$ cat config.mk
export PLATFORM = sky130hd
export DESIGN_NAME = cdb_arbiter
export DESIGN_NICKNAME = d
export VERILOG_FILES = /design/src/rtl/cdb_arbiter.sv
export SDC_FILE = /design/constraint.sdc
export NUM_CORES = 1
export LEC_CHECK = 0
export ABC_CLOCK_PERIOD_IN_PS = 4200
export CAP_MARGIN = 25
export CORE_AREA = 2 2 168 170
export CTS_CLUSTER_SIZE = 14
export DETAILED_ROUTE_END_ITERATION = 16
export DIE_AREA = 0 0 170 172
export GPL_ROUTABILITY_DRIVEN = 1
export GPL_TIMING_DRIVEN = 0
export PLACE_DENSITY = 0.67
export RECOVER_POWER = 50
export REMOVE_ABC_BUFFERS = 1
export SYNTH_ARGS = -nofsm -noshare
export SYNTH_HDL_FRONTEND = slang
export SYNTH_SLANG_ARGS = --single-unit
export TNS_END_PERCENT = 1
$ cat constraint.sdc
create_clock -name clk -period 4.2 [get_ports clk]
set_input_delay 0.63 -clock clk [delete_from_list [all_inputs] [get_ports clk]]
set_output_delay 0.63 -clock clk [all_outputs]
set_load 0.02 [all_outputs]
$ cat src/rtl/cdb_arbiter.sv
`default_nettype none
// +--------------------------------------------------------------------------+
// | cdb_arbiter: per-unit 2-deep result queues, round-robin CDB broadcast.   |
// | Revision: 1.0                                                            |
// +--------------------------------------------------------------------------+

package common_pkg;
  localparam int CDB_TAG_W  = 6;
  localparam int CDB_DATA_W = 32;

  typedef struct packed {
    logic                  valid;
    logic [CDB_TAG_W-1:0]  tag;
    logic [CDB_DATA_W-1:0] data;
  } cdb_t;
endpackage

module cdb_arbiter #(
  parameter int NUM_SRC = 3,
  parameter int DEPTH   = 2,
  parameter int TAG_W   = common_pkg::CDB_TAG_W,
  parameter int DATA_W  = common_pkg::CDB_DATA_W,
  localparam int SEL_W  = (NUM_SRC > 1) ? $clog2(NUM_SRC) : 1
) (
  input  logic                             clk,
  input  logic                             reset,
  input  logic                             flush,
  input  logic [NUM_SRC-1:0]               req_valid,
  input  logic [NUM_SRC-1:0][TAG_W-1:0]    req_tag,
  input  logic [NUM_SRC-1:0][DATA_W-1:0]   req_data,
  output logic [NUM_SRC-1:0]               req_ready,
  output common_pkg::cdb_t                 cdb_out,
  output logic [SEL_W-1:0]                 grant_src
);

  localparam int PTR_W = $clog2(DEPTH);
  localparam int CNT_W = $clog2(DEPTH + 1);
  localparam logic [CNT_W-1:0] c_depth   = CNT_W'(DEPTH);
  localparam logic [SEL_W-1:0] c_last    = SEL_W'(NUM_SRC - 1);
  localparam logic [SEL_W:0]   c_num_src = (SEL_W + 1)'(NUM_SRC);

  logic [NUM_SRC-1:0]             w_enq;
  logic [NUM_SRC-1:0]             w_deq;
  logic [NUM_SRC-1:0]             w_nonempty;
  logic [NUM_SRC-1:0][TAG_W-1:0]  w_head_tag;
  logic [NUM_SRC-1:0][DATA_W-1:0] w_head_data;

  logic             w_found;
  logic [SEL_W-1:0] w_win;
  logic [SEL_W:0]   w_scan;
  logic [SEL_W-1:0] w_rr_next;
  logic [SEL_W-1:0] r_rr_ptr;

  for (genvar i = 0; i < NUM_SRC; i++) begin : g_src
    logic [TAG_W-1:0]  r_tag_mem  [DEPTH];
    logic [DATA_W-1:0] r_data_mem [DEPTH];
    logic [PTR_W-1:0]  r_wr_ptr;
    logic [PTR_W-1:0]  r_rd_ptr;
    logic [CNT_W-1:0]  r_count;

    // Readiness looks only at registered occupancy, never at this cycle's grant.
    assign req_ready[i]      = !reset && !flush && (r_count < c_depth);
    assign w_enq[i]          = req_valid[i] && req_ready[i];
    assign w_deq[i]          = w_found && (w_win == SEL_W'(i)) && !flush;
    assign w_nonempty[i]     = (r_count != '0);
    assign w_head_tag[i]     = r_tag_mem[r_rd_ptr];
    assign w_head_data[i]    = r_data_mem[r_rd_ptr];

    always_ff @(posedge clk or posedge reset) begin
      if (reset) begin
        r_wr_ptr <= '0;
        r_rd_ptr <= '0;
        r_count  <= '0;
      end else if (flush) begin
        r_wr_ptr <= '0;
        r_rd_ptr <= '0;
        r_count  <= '0;
      end else begin
        if (w_enq[i]) r_wr_ptr <= r_wr_ptr + 1'b1;
        if (w_deq[i]) r_rd_ptr <= r_rd_ptr + 1'b1;
        case ({w_enq[i], w_deq[i]})
          2'b10:   r_count <= r_count + 1'b1;
          2'b01:   r_count <= r_count - 1'b1;
          default: r_count <= r_count;
        endcase
      end
    end

    always_ff @(posedge clk) begin
      if (w_enq[i]) begin
        r_tag_mem[r_wr_ptr]  <= req_tag[i];
        r_data_mem[r_wr_ptr] <= req_data[i];
      end
    end
  end

  // First non-empty queue at or after the round-robin pointer, wrapping.
  always_comb begin
    w_found = 1'b0;
    w_win   = '0;
    w_scan  = '0;
    for (int k = 0; k < NUM_SRC; k++) begin
      w_scan = {1'b0, r_rr_ptr} + (SEL_W + 1)'(k);
      if (w_scan >= c_num_src) w_scan = w_scan - c_num_src;
      if (!w_found && w_nonempty[w_scan[SEL_W-1:0]]) begin
        w_found = 1'b1;
        w_win   = w_scan[SEL_W-1:0];
      end
    end
  end

  assign w_rr_next = (w_win == c_last) ? '0 : w_win + 1'b1;

  always_ff @(posedge clk or posedge reset) begin
    if (reset) begin
      cdb_out   <= '0;
      grant_src <= '0;
      r_rr_ptr  <= '0;
    end else if (flush) begin
      cdb_out.valid <= 1'b0;
    end else if (w_found) begin
      cdb_out.valid <= 1'b1;
      cdb_out.tag   <= w_head_tag[w_win];
      cdb_out.data  <= w_head_data[w_win];
      grant_src     <= w_win;
      r_rr_ptr      <= w_rr_next;
    end else begin
      cdb_out.valid <= 1'b0;
    end
  end

endmodule
`default_nettype wire
==> results.sh <==
export IMPL_cp_cell_sequence="dlygate4sd3_1, inv_1"
export IMPL_yosys_cell_types_count=56
export IMPL_cp_data_arrival_time_ns=3.14
export IMPL_violations="max-capacitance violations, max-slew violations"
export IMPL_core_area_mm2=0.0275
export IMPL_initial_utilization_pct=41.2
export IMPL_synth_fa_ha_area_share_pct=0.332
export IMPL_period_share_pct=77.7
export IMPL_setup_viol=0
export IMPL_dieArea_mm2=0.0292
export IMPL_postCtsSetupBuffers=0
export IMPL_fillers=2263
export IMPL_synth_edf_count=228
export IMPL_min_period_ns=3.26
export IMPL_drv_cap=1
export IMPL_synthArstFlopShare_pct=19.4
export IMPL_synth_seq_cells=283
export IMPL_die_h_um=172
export IMPL_vias_per_cell=5.29
export IMPL_syn_avg_cell_area_um2=16.6
export IMPL_power_density_mw_per_mm2=685
export IMPL_grt_pass1_vias=6769
export IMPL_finalNetCount=971
export IMPL_htree_levels=1
export IMPL_crit_path_end_kind="asynchronous set/reset pin"
export IMPL_ios=164
export IMPL_leakagePower_nw=5.06
export IMPL_max_slew_margin_pct=-75.2
export IMPL_layout_common_cells="228 x edfxtp_1, 137 x dlygate4sd3_1, 73 x mux2i_1"
export IMPL_drive_above_1_share_pct=18.3
export IMPL_hold_violations=0
export IMPL_critPathMaxFanout=55
export IMPL_timing_rr_start="r_rr_ptr[1]"
export IMPL_rsz0062_at_grt="false"
export IMPL_postSynthCellCount=680
export IMPL_dr_first_iter_drc_count=505
export IMPL_worst_pin_slew_ns=2.62
export IMPL_syn_area_mm2=0.0113
export IMPL_cts_tree="yes"
export IMPL_yosys_warnings=0
export IMPL_ir_drop_uv=456
export IMPL_cts_buffer_depth=3
export IMPL_fp_row_count=61
export IMPL_final_core_util_pct=52.9
export IMPL_die_w_um=170
export IMPL_synth_compound_area_share_pct=7.77
export IMPL_clk_latency_ns=0.55
export IMPL_yosysTopAreaCell="edfxtp_1"
export IMPL_antenna_found_initial=5
export IMPL_grt_usage_pct=17.7
export IMPL_cts_buffers=29
export IMPL_crit_required_ns=4.08
export IMPL_dp_hpwl_um=16300
export IMPL_placed_area_mm2=0.0135
export IMPL_root_buffer="clkbuf_16"
export IMPL_slowest_delay_ns=1.88
export IMPL_ant_nets=0
export IMPL_cp_top_family="buffers and inverters"
export IMPL_hold_start="cdb_out[37]"
export IMPL_status="finished with violations"
export IMPL_area_growth_pct=28.6
export IMPL_slew_violations=56
export IMPL_fin_area_mm2=0.0145
export IMPL_gp_congestion=0.718
export IMPL_final_cells=1218
export IMPL_post_drt_wl_per_cell_um=21.3
export IMPL_synth_xor_area_share_pct=0.775
export IMPL_skew_ns=0.0164
export IMPL_grt_max_degree=77
export IMPL_synth_simple_area_share_pct=4.68
export IMPL_drc_errors=0
export IMPL_synth_top_cell_area_share_pct=60.6
export IMPL_max_freq_ghz=0.306
export IMPL_numClockSinks=283
export IMPL_critical_path_startpoint_type="input port"
export IMPL_dpl_cell_count=1163
export IMPL_crit_buf_inv=2
export IMPL_port_buffers=163
export IMPL_hp_class="register to register"
export IMPL_synth_area_leaders="edfxtp_1 61%, dfrtp_1 12%, mux2i_1 6.5%"
export IMPL_final_common_cell="edfxtp_1"
export IMPL_synth_top_flop_cell="edfxtp_1"
export IMPL_total_power_mw=9.96
export IMPL_worstSetupStartpoint="reset"
export IMPL_dp_slack_ns=0.690
export IMPL_cts_clk_slew_worst_paths_ns=0.06
export IMPL_dr_total_vias=6441
export IMPL_cts_resized=0
export IMPL_grt_first_pass_wirelength_um=38800
export IMPL_drt_wl_total_um=26000
export IMPL_holdBufCountCts=0
export IMPL_path_class="input port to asynchronous set/reset pin"
export IMPL_gr_total_overflow=0
export IMPL_slowest_stage="inv_1"
export IMPL_dr_pass1_iters=5
export IMPL_muxShareOfSynthArea_pct=11.7
export IMPL_final_setup_worst_slack_ns=0.937
export IMPL_synth_seq_area_share_pct=72.7
export IMPL_synth_top_family_by_area="multiplexers"
==> worst paths after layout <==
| check | endpoint | slack [ns] | cells after the start |
|---|---|---|---|
| hold reg to reg | cdb_out[37] | 0.47 | 2 |
| hold / removal | cdb_out[37] | 0.47 | 2 |
| setup / recovery | g_src[2].r_rd_ptr | 0.94 | 2 |
| max in group clk | req_ready[1] | 0.99 | 3 |
| min in group asynchronous | g_src[1].r_wr_ptr | 1.56 | 2 |
| setup reg to reg | cdb_out[12] | 1.02 | 8 |
==> synth_stat cells (2+ instances only) <==
cell type  count
edfxtp_1     228
mux2i_1       73
dfrtp_1       55
mux2_2        53
nor2_1        42
nand2_1       31
clkbuf_1      20
nor3_1        19
a221oi_2      18
o21ai_1       18
buf_2         13
a221o_1       11
o21ai_0       11
a221oi_1       8
xnor2_1        8
inv_1          7
a21oi_1        5
and3_1         4
buf_6          4
a21o_1         3
ha_1           3
nand2b_1       3
nor2b_1        3
nor3b_1        3
o21a_1         3
a211oi_1       2
o21bai_1       2
xor2_1         2
==> flip-flops by register name (all words and copies together), names as in the netlist <==
signal	cells
g_src.r_wr_ptr	3
cdb_out	39
g_src.r_rd_ptr	3
g_src.r_tag_mem	36
r_rr_ptr	2
g_src.r_data_mem	192
grant_src	2
g_src.r_count	6
==> cell families after synthesis <==
logic type,Yosys count
mux,126
fa+ha+maj,3
xor+xnor,10
compound gates,98
simple gates,114
buf+inv,46
flops,283
==> tightest hold or removal path: stages, from the launching register on <==
cell,delay [ns]
dfrtp_1,0.34
nand2_1,0.05
o21ai_0,0.06
==> routing by layer <==
layer  track usage, %  wire [um]
met1             22.6      10900
met3             3.14       1330
met4             4.57        543
met2             31.6      13200
met5                0         34
==> through the flow <==
stage	hold WS (ns)	setup TNS, ns
floorplan	0.500	0
global placement	0.467	-142.21
detailed placement	0.471	0
CTS	0.485	0
global route	0.511	0
finish	0.475	0
==> area by class of cell <==
type | instances | area (um2) | area share [%]
sequential | 283 | 8230 | 56.6
clock inverter | 15 | 209 | 1.44
multi-input combinational | 351 | 2900 | 19.9
timing repair buffer | 176 | 1890 | 13.0
tap | 346 | 433 | 2.98
inverter | 7 | 26.3 | 0.181
clock buffer | 38 | 850 | 5.84
antenna | 2 | 5.00 | 0.0344
==> where the power goes <==
part	total, mW	switching, mW	leakage [nW]	internal [mW]
Clock	2.77	1.05	0.527	1.72
Combinational	3.52	1.93	1.78	1.59
Sequential	3.66	0.301	2.75	3.36
Total	9.96	3.28	5.06	6.68
No activity file was read; power rests on OpenSTA's default activity.
